**src/rtl/cr16_pkg.sv**
```systemverilog
// cr16_pkg: CR16 instruction codes, ALU opcodes and controller FSM states.
package cr16_pkg;
  localparam logic [3:0] OP_RR  = 4'b0000;
  localparam logic [3:0] OP_AND = 4'b0001;
  localparam logic [3:0] OP_OR  = 4'b0010;
  localparam logic [3:0] OP_XOR = 4'b0011;
  localparam logic [3:0] OP_ADD = 4'b0101;
  localparam logic [3:0] OP_SUB = 4'b1001;
  localparam logic [3:0] OP_CMP = 4'b1011;
  localparam logic [3:0] OP_MOV = 4'b1101;
  localparam logic [3:0] ALU_ADD = 4'd0;
  localparam logic [3:0] ALU_SUB = 4'd1;
  localparam logic [3:0] ALU_CMP = 4'd2;
  localparam logic [3:0] ALU_AND = 4'd3;
  localparam logic [3:0] ALU_OR  = 4'd4;
  localparam logic [3:0] ALU_XOR = 4'd5;
  localparam logic [3:0] ALU_MOV = 4'd6;
  typedef enum logic [1:0] {IDLE, DECODE, EXECUTE} state_t;
endpackage

```
**src/rtl/instruction_controller_if.sv**
```systemverilog
// instruction_controller_if: instruction handshake and decoded control bus.
interface instruction_controller_if;
  logic [15:0] I_INSTR;
  logic        I_INSTR_VALID;
  logic        O_INSTR_READY;
  logic [15:0] O_REG_WRITE_ENABLE;
  logic [3:0]  O_REG_A_SELECT;
  logic [3:0]  O_REG_B_SELECT;
  logic [15:0] O_IMMEDIATE;
  logic        O_IMMEDIATE_SELECT;
  logic [3:0]  O_OPCODE;
  logic        O_ILLEGAL;
  logic [15:0] O_RETIRED_COUNT;
  modport master (
    output I_INSTR, I_INSTR_VALID,
    input  O_INSTR_READY, O_REG_WRITE_ENABLE, O_REG_A_SELECT, O_REG_B_SELECT,
           O_IMMEDIATE, O_IMMEDIATE_SELECT, O_OPCODE, O_ILLEGAL, O_RETIRED_COUNT
  );
  modport slave (
    input  I_INSTR, I_INSTR_VALID,
    output O_INSTR_READY, O_REG_WRITE_ENABLE, O_REG_A_SELECT, O_REG_B_SELECT,
           O_IMMEDIATE, O_IMMEDIATE_SELECT, O_OPCODE, O_ILLEGAL, O_RETIRED_COUNT
  );
endinterface

```
**src/rtl/instruction_decoder.sv**
```systemverilog
// instruction_decoder: combinational CR16 decode of ALU op, immediate and legality.
module instruction_decoder
  import cr16_pkg::*;
(
  input  logic [15:0] instr,
  output logic [3:0]  alu_op,
  output logic        imm_sel,
  output logic [15:0] imm,
  output logic        wr_suppress,
  output logic        illegal
);
  logic [3:0] code;
  logic       sext;
  always_comb begin
    imm_sel = instr[15:12] != OP_RR;
    code = imm_sel ? instr[15:12] : instr[7:4];
    alu_op = ALU_ADD;
    sext = 1'b0;
    illegal = 1'b0;
    case (code)
      OP_AND: alu_op = ALU_AND;
      OP_OR:  alu_op = ALU_OR;
      OP_XOR: alu_op = ALU_XOR;
      OP_ADD: sext = 1'b1;
      OP_SUB: begin alu_op = ALU_SUB; sext = 1'b1; end
      OP_CMP: begin alu_op = ALU_CMP; sext = 1'b1; end
      OP_MOV: alu_op = ALU_MOV;
      default: illegal = 1'b1;
    endcase
    wr_suppress = code == OP_CMP;
    imm = (!imm_sel || illegal) ? 16'h0000 : {sext ? {8{instr[7]}} : 8'h00, instr[7:0]};
  end
endmodule

```
**src/rtl/instruction_controller.sv**
```systemverilog
// instruction_controller: IDLE/DECODE/EXECUTE sequencer driving registered CR16 control outputs.
module instruction_controller
  import cr16_pkg::*;
(
  input logic I_CLK,
  input logic I_NRESET,
  instruction_controller_if.slave bus
);
  state_t      state, next_state;
  logic [15:0] instr_q, instr_d, dec_imm, wen, imm, count;
  logic [3:0]  dec_op, a_sel, b_sel, opcode;
  logic        dec_isel, dec_supp, dec_ill, isel, supp_q, ill_q, ill_pulse, accept;
  // Decoding the next instruction-register value lets outputs be valid from the first DECODE cycle.
  instruction_decoder u_dec (
    .instr(instr_d), .alu_op(dec_op), .imm_sel(dec_isel), .imm(dec_imm),
    .wr_suppress(dec_supp), .illegal(dec_ill)
  );
  assign bus.O_INSTR_READY = state == IDLE && I_NRESET;
  assign accept = bus.I_INSTR_VALID && bus.O_INSTR_READY;
  assign instr_d = accept ? bus.I_INSTR : instr_q;
  always_comb begin
    next_state = state == IDLE ? (accept ? DECODE : IDLE) :
                 (state == DECODE && !ill_q) ? EXECUTE : IDLE;
  end
  always_ff @(posedge I_CLK or negedge I_NRESET) begin
    if (!I_NRESET) begin
      state <= IDLE;
      instr_q <= '0;
      a_sel <= '0;
      b_sel <= '0;
      opcode <= '0;
      imm <= '0;
      isel <= 1'b0;
      supp_q <= 1'b0;
      ill_q <= 1'b0;
      wen <= '0;
      ill_pulse <= 1'b0;
      count <= '0;
    end else begin
      state <= next_state;
      instr_q <= instr_d;
      a_sel <= instr_d[11:8];
      b_sel <= dec_isel ? 4'h0 : instr_d[3:0];
      opcode <= dec_op;
      imm <= dec_imm;
      isel <= dec_isel;
      supp_q <= dec_supp;
      ill_q <= dec_ill;
      wen <= (next_state == EXECUTE && !supp_q) ? 16'h0001 << instr_q[11:8] : 16'h0000;
      ill_pulse <= state == DECODE && ill_q;
      if (state == EXECUTE) count <= count + 16'h0001;
    end
  end
  assign bus.O_REG_WRITE_ENABLE = wen;
  assign bus.O_REG_A_SELECT = a_sel;
  assign bus.O_REG_B_SELECT = b_sel;
  assign bus.O_IMMEDIATE = imm;
  assign bus.O_IMMEDIATE_SELECT = isel;
  assign bus.O_OPCODE = opcode;
  assign bus.O_ILLEGAL = ill_pulse;
  assign bus.O_RETIRED_COUNT = count;
endmodule

```
**src/flat_wrapper.sv**
```systemverilog
// flat-port wrapper written by rule: the top's interface ports become plain ports
module instruction_controller_flat import cr16_pkg::*;
  (I_CLK, I_NRESET, bus_I_INSTR, bus_I_INSTR_VALID, bus_O_INSTR_READY, bus_O_REG_WRITE_ENABLE, bus_O_REG_A_SELECT, bus_O_REG_B_SELECT, bus_O_IMMEDIATE, bus_O_IMMEDIATE_SELECT, bus_O_OPCODE, bus_O_ILLEGAL, bus_O_RETIRED_COUNT);
  instruction_controller_if bus_i ();
  input logic I_CLK;
  input logic I_NRESET;
  input wire logic [$bits(bus_i.I_INSTR)-1:0] bus_I_INSTR;
  input wire logic [$bits(bus_i.I_INSTR_VALID)-1:0] bus_I_INSTR_VALID;
  output wire logic [$bits(bus_i.O_INSTR_READY)-1:0] bus_O_INSTR_READY;
  output wire logic [$bits(bus_i.O_REG_WRITE_ENABLE)-1:0] bus_O_REG_WRITE_ENABLE;
  output wire logic [$bits(bus_i.O_REG_A_SELECT)-1:0] bus_O_REG_A_SELECT;
  output wire logic [$bits(bus_i.O_REG_B_SELECT)-1:0] bus_O_REG_B_SELECT;
  output wire logic [$bits(bus_i.O_IMMEDIATE)-1:0] bus_O_IMMEDIATE;
  output wire logic [$bits(bus_i.O_IMMEDIATE_SELECT)-1:0] bus_O_IMMEDIATE_SELECT;
  output wire logic [$bits(bus_i.O_OPCODE)-1:0] bus_O_OPCODE;
  output wire logic [$bits(bus_i.O_ILLEGAL)-1:0] bus_O_ILLEGAL;
  output wire logic [$bits(bus_i.O_RETIRED_COUNT)-1:0] bus_O_RETIRED_COUNT;
  assign bus_i.I_INSTR = bus_I_INSTR;
  assign bus_i.I_INSTR_VALID = bus_I_INSTR_VALID;
  assign bus_O_INSTR_READY = bus_i.O_INSTR_READY;
  assign bus_O_REG_WRITE_ENABLE = bus_i.O_REG_WRITE_ENABLE;
  assign bus_O_REG_A_SELECT = bus_i.O_REG_A_SELECT;
  assign bus_O_REG_B_SELECT = bus_i.O_REG_B_SELECT;
  assign bus_O_IMMEDIATE = bus_i.O_IMMEDIATE;
  assign bus_O_IMMEDIATE_SELECT = bus_i.O_IMMEDIATE_SELECT;
  assign bus_O_OPCODE = bus_i.O_OPCODE;
  assign bus_O_ILLEGAL = bus_i.O_ILLEGAL;
  assign bus_O_RETIRED_COUNT = bus_i.O_RETIRED_COUNT;
  instruction_controller u_core (.I_CLK(I_CLK), .I_NRESET(I_NRESET), .bus(bus_i));
endmodule
```
**config.mk**
```make
export PLATFORM = sky130hd
export DESIGN_NAME = instruction_controller_flat
export DESIGN_NICKNAME = d
export VERILOG_FILES = /design/src/rtl/cr16_pkg.sv /design/src/rtl/instruction_controller_if.sv /design/src/rtl/instruction_decoder.sv /design/src/rtl/instruction_controller.sv /design/src/flat_wrapper.sv
export SDC_FILE = /design/constraint.sdc
export NUM_CORES = 1
export LEC_CHECK = 0
export CELL_PAD_IN_SITES_DETAIL_PLACEMENT = 1
export CELL_PAD_IN_SITES_GLOBAL_PLACEMENT = 1
export CORE_UTILIZATION = 35
export CTS_CLUSTER_SIZE = 24
export DETAILED_ROUTE_END_ITERATION = 10
export PLACE_DENSITY = 0.84
export SLEW_MARGIN = 20
export SYNTH_ARGS = -nofsm -noshare
export SYNTH_HDL_FRONTEND = slang
export SYNTH_SLANG_ARGS = --single-unit
```
**constraint.sdc**
```tcl
create_clock -name I_CLK -period 5.1 [get_ports I_CLK]
set_input_delay 0.765 -clock I_CLK [delete_from_list [all_inputs] [get_ports I_CLK]]
set_output_delay 0.765 -clock I_CLK [all_outputs]
set_load 0.1 [all_outputs]
```
==> results of run 1 <==
per-layer routing:
| layer | part of all wire (%) | track usage (%) |
|---|---|---|
| met1 | 43 | 20.69 |
| met3 | 4.4 | 4.693 |
| met4 | 1.6 | 7.308 |
| met2 | 51 | 26.82 |
| met5 | 0 | 0 |
final timing paths:
check,start,to,slack (ps),cells past startpoint
max in group asynchronous,I_NRESET,u_core.bus.O_OPCODE[2],3890,2
hold reg to reg,u_core.bus.O_RETIRED_COUNT[15],u_core.bus.O_RETIRED_COUNT[15],480,1
setup reg to reg,u_core.state[0],u_core.bus.O_IMMEDIATE[1],2830,6
min in group asynchronous,I_NRESET,u_core.bus.O_RETIRED_COUNT[6],630,2
hold / removal,u_core.bus.O_RETIRED_COUNT[15],u_core.bus.O_RETIRED_COUNT[15],480,1
setup / recovery,I_NRESET,bus_O_INSTR_READY,2060,3
stage by stage:
step / hold WS (ps) / power [mW] / instances
floorplan: 449.5 / 1.443 / 261
detailed placement: 475.7 / 1.651 / 431
global route: 507.5 / 2.187 / 447
CTS: 485.3 / 2.115 / 447
finish: 479.8 / 2.087 / 447
global placement: 462.6 / 1.635 / 431
sequential cells by signal (all words and copies together) (netlist names):
signal / flops
u_core.bus.O_ILLEGAL: 1
u_core.bus.O_IMMEDIATE: 9
u_core.bus.O_IMMEDIATE_SELECT: 1
u_core.bus.O_OPCODE: 3
u_core.bus.O_REG_B_SELECT: 4
u_core.bus.O_REG_WRITE_ENABLE: 16
u_core.bus.O_RETIRED_COUNT: 16
u_core.ill_q: 1
u_core.instr_q: 16
u_core.state: 2
u_core.supp_q: 1
logic make-up after synthesis:
kind of cell,count (synthesis)
xor gates and xnor gates,15
muxes,9
other,1
and+or+nand+nor,116
DFF,70
adders and majority gates,1
buffers and inverters,31
AOI/OAI and AO/OA,18
power groups by stage:
stage | clock (mW) | combinational, mW | sequential (mW)
after floorplan | 0 | 0.355 | 1.09
after global placement | 0 | 0.909 | 0.726
after detailed placement | 0 | 0.924 | 0.727
after CTS | 0.471 | 0.926 | 0.718
after global routing | 0.500 | 0.959 | 0.729
final | 0.452 | 0.919 | 0.716
layout make-up:
type                    count  share of cell area (%)
clock inverters             3                   1.067
repair buffers             81                   20.21
flip-flops and latches     70                   43.93
inverters                  15                   1.475
well taps                 105                   3.295
clock buffers              13                   3.985
multi-input cells         160                   26.04
cell usage in the layout (no fill, tap or decap), types with 2 or more instances in the layout:
master            n
dfrtp_1          70
nor2_1           25
clkbuf_1          2
xnor2_1          13
inv_1            14
nand2b_1          5
clkbuf_8         11
nor4b_1           3
nor4_1            3
clkdlybuf4s50_1  79
nand3_1           5
nand4_1           4
a21oi_1           3
nor3_1            8
xor2_1            2
buf_4             2
and3_1            2
nand2_1          38
o21ai_0           5
mux2_2            8
nor2_2           10
==> run metrics, run 1 <==
Routed WL=6.606 mm; CTS Hold Bufs=0; CP max stage delay=1190 ps; global-route wire length before repair=10.87 mm; Synth Net Count=281; ant diodes=0; total CTS buffers=9; simple-gate share of the synthesized area=20.89%; Crit Path Class=in2out; post-cts resize count=0; die height=94.03 µm; Synth Warn #=0; main combinational cell family by area after synthesis=simple AND/OR/NAND/NOR gates; Async SR Flop Fraction=100.0%; worst-case clock buffer depth=2; row cnt=33; Die ar.=8841 µm²; WL/cell=14.78 µm; skew final=5.861 ps; DR pass1 iterations=4; compound-gate portion of the synthesized area=5.656%; vias in the first global route=2176; GR Util All Layers=16.61%; fillcell total=886; cell with the most instances after synthesis=dfrtp_1; Vias/cell=4.758; number of synthesized flops with an enable pin=0; CP startpoint kind=input pin; Synth cell types=48; ys flop type=dfrtp_1; max-slew violations=0; Sw Share=46.47%; Seq pwr share=34.3%; max_cap viols=0; worst skew pair latency=340 ps; RePlAce Congestion=0.8445; drt initial violations=77; Final WS setup=2059 ps; GR Overflow Total=0; crit-path max FO=2; RSZ-0062 raised after global routing=no; slowest CP cell=clkdlybuf4s50_1; vias post-DR=2127; setup tns final=0 ps; CP Buf/Inv Count=2; Yosys reg bits=70; post-synth top area share=59.10%; cells after synthesis=261; Pwr Density=523.3 nW/µm²; sequential area share after synthesis=59.10%; CTS Root Cell=clkbuf_8; CTS tree=yes; synthesized cell area=2964 µm²; initial antenna violation count=0; Die W=94.03 µm; sw power=0.9697 mW; final worst-path cycle share=59.63%; minimum clock period=3041 ps; footprint of the multi-input gates=1039 µm²; slew at the pin closest to its max-slew limit=986.2 ps; Core Area=8217 µm²; outcome=complete, no violations; fin area=3988 µm²; Synth area leader=dfrtp_1; count of input and output buffers=80; leakage dissipation=1.717 nW; Register Area=1752 µm²; CP required=4340 ps; Fmax=328.9 MHz; nets=357; synth top area cells=dfrtp_1, nand2_1, xnor2_1; Initial Util=36.07%; clock slew seen by the registers of the worst setup and hold paths=70 ps; WP data arrival=2280 ps; DP Area=3786 µm²; worst-path cell chain=buf_4, nor3b_1, clkdlybuf4s50_1; DPL Wire Length=4.820 mm; P_int=1.117 mW; Finished Core Util=48.53%; mux cell area share after synthesis=3.504%; Final ANT Viol Nets=0; Top delay family on crit path=buffers and inverters; share of cells above drive strength 1=14.33%; Clk pwr share=21.6%; post-CTS setup buffer count=0; Placement Setup Slack=1696 ps; Synth top cells by count=dfrtp_1, nand2_1, nor2_1; H-tree level count=3; worst hold-check path type=reg2reg; kind of end point of the critical path=output port; largest net degree at the start of global routing=72; syn avg cell area=11.36 µm²; Synth-to-Final Area Change=34.53%; final setup vio count=0; post-synthesis xor/xnor area fraction=4.432%; Relative slew margins=34.04%; clock sink count=70; Hold Vio Cnt, Final=0; io pins=82; Worst VDD drop=0.0002735 V; drt drc=0; adder-cell area share of the yosys netlist=0.4221%; Comb power frac=44.1%
Power figures use the tool's default switching activity.
==> inputs of run 2 (changes only) <==
- CORE_UTILIZATION: 35 -> 33
- PLACE_DENSITY: 0.84 -> 0.83
- clock period: 5.1 -> 2.7 ns (I/O delays scaled with it)
==> run 2 against run 1 <==
Net effect:
- final cell count increased by 1.1%
- hold slack worse by 150 ps
- first-iteration DRC count down 35%
- critical path type is now in2reg
- critical endpoint is now u_core.bus.O_IMMEDIATE[4]
==> run metrics, run 2 (synthesis gave the netlist of run 1 again) <==
outcome=complete, no violations; largest net degree at the start of global routing=71 (-1.4%); DP Area=3667 µm² (-3.1%); CTS Hold Bufs=0 (unchanged); Final ANT Viol Nets=0 (unchanged); CP required=2910 ps (-1430 ps); most common cell after layout, fill and taps aside=dfrtp_1; met3 Use GR=4.263% (-0.43 points); Synth-to-Final Area Change=31.74%; count of input and output buffers=80 (unchanged); busiest grt layer=met2; max-slew violations=0 (unchanged); WP data arrival=2240 ps (-40 ps); FF-to-FF path depth=5 (-1); worst-case clock buffer depth=2 (unchanged); Crit Path Class=in2reg; global-route wire length before repair=11.26 mm (+3.6%); Fmax=491.8 MHz; kind of end point of the critical path=flop; slew at the pin closest to its max-slew limit=924.4 ps (-61.81 ps); CTS tree=yes; fin area=3905 µm² (-2.1%); Finished Core Util=44.78% (-3.8 points); initial antenna violation count=0 (unchanged); final worst-path cycle share=75.31%; nets=359 (+0.56%); minimum hold slack=328.0 ps (-151.8 ps); DR pass1 iterations=4 (unchanged); skew final=10.65 ps (+4.792 ps); crit-path max FO=9 (+7); post-CTS setup buffer count=0 (unchanged); RePlAce Congestion=0.8225 (-2.6%); clock slew seen by the registers of the worst setup and hold paths=80 ps (about the same); post-cts resize count=0 (unchanged); Pwr Density=1041 nW/µm² (+99%); final setup vio count=0 (unchanged); drt initial violations=50 (-35%); DPL Wire Length=4.827 mm (+0.15%); Placement Setup Slack=262.8 ps (-1433 ps); Worst VDD drop=0.0005942 V (+120%); vias in the first global route=2268 (+4.2%); Die W=96.78 µm (+2.9%); share of cells above drive strength 1=33.43% (+19 points); Routed WL=6.603 mm (about the same); CTS Root Cell=clkbuf_8; met2 usage=25.14% (-1.7 points); Die ar.=9365 µm² (+5.9%); total CTS buffers=9 (unchanged); vias post-DR=2092 (-1.6%); Final WS setup=666.8 ps (-1392 ps); FF-to-FF setup slack=710 ps (-2120 ps); minimum clock period=2033 ps; worst skew pair latency=330 ps (about the same); Core Area=8721 µm² (+6.1%); clock sink count=70 (unchanged); CP startpoint kind=input pin; grt met1 use=19.52% (-1.2 points); drt drc=0 (unchanged); Initial Util=33.99% (-2.1 points); leakage dissipation=1.857 nW (+8.1%); H-tree level count=3 (unchanged); row cnt=34 (+3.0%); io pins=82 (unchanged); most frequent cells in the layout=dfrtp_1, buf_4, nand2_1, nor2_1, clkdlybuf4s50_1; WL/cell=14.61 µm (-1.2%); RSZ-0062 raised after global routing=no; GR Overflow Total=0 (unchanged); setup tns final=0 ps (unchanged); ant diodes=0 (unchanged); Hold Vio Cnt, Final=0 (unchanged); max_cap viols=0 (unchanged); Relative slew margins=38.37% (+4.3 points); worst hold-check path type=in2async; GR Util All Layers=15.13% (-1.5 points); Vias/cell=4.628 (-2.7%); die height=96.78 µm (+2.9%)
==> run 2: power breakdown <==
part	total [mW]	switching (mW)	internal [mW]
clock	1.01	0.399	0.613
combinational	1.70	1.31	0.381
sequential	1.36	0.144	1.21
==> run 2: final timing paths <==
check	start	end
min in group I_CLK	I_NRESET	u_core.state[0]
hold / removal	I_NRESET	u_core.bus.O_RETIRED_COUNT[5]
setup reg to reg	u_core.state[0]	u_core.bus.O_IMMEDIATE[7]
setup / recovery	bus_I_INSTR[14]	u_core.bus.O_IMMEDIATE[4]
max in group asynchronous	I_NRESET	u_core.bus.O_REG_WRITE_ENABLE[10]
hold reg to reg	u_core.bus.O_RETIRED_COUNT[15]	u_core.bus.O_RETIRED_COUNT[15]
==> run 2: cell type report <==
class | instances | area (µm²)
flip-flops and latches | 70 | 1752
multi-input cells | 160 | 1044
fillers | 965 | 4816
well taps | 108 | 135.1
clock inverters | 6 | 110.1
repair buffers | 83 | 678.2
inverters | 15 | 58.81
clock buffers | 10 | 127.6
==> run 2: layer usage <==
metal  share of wire [%]  up-vias
li1                    -     1007
met1                  44     1022
met2                  50       59
met3                 5.3        4
met4                0.71        0
met5                   0        -
==> run 2: critical path: stages <==
cell             delay (ps)
clkdlybuf4s50_1         490
or4b_1                  580
and3_4                  220
nor2_2                  210
o2bb2ai_4               250
nor2_2                   80
==> run 2: stage by stage <==
stage	cells	total power, mW
final	452	4.065
after floorplan	261	2.726
after global routing	452	4.230
after global placement	436	3.064
after detailed placement	436	3.085
after CTS	452	4.108
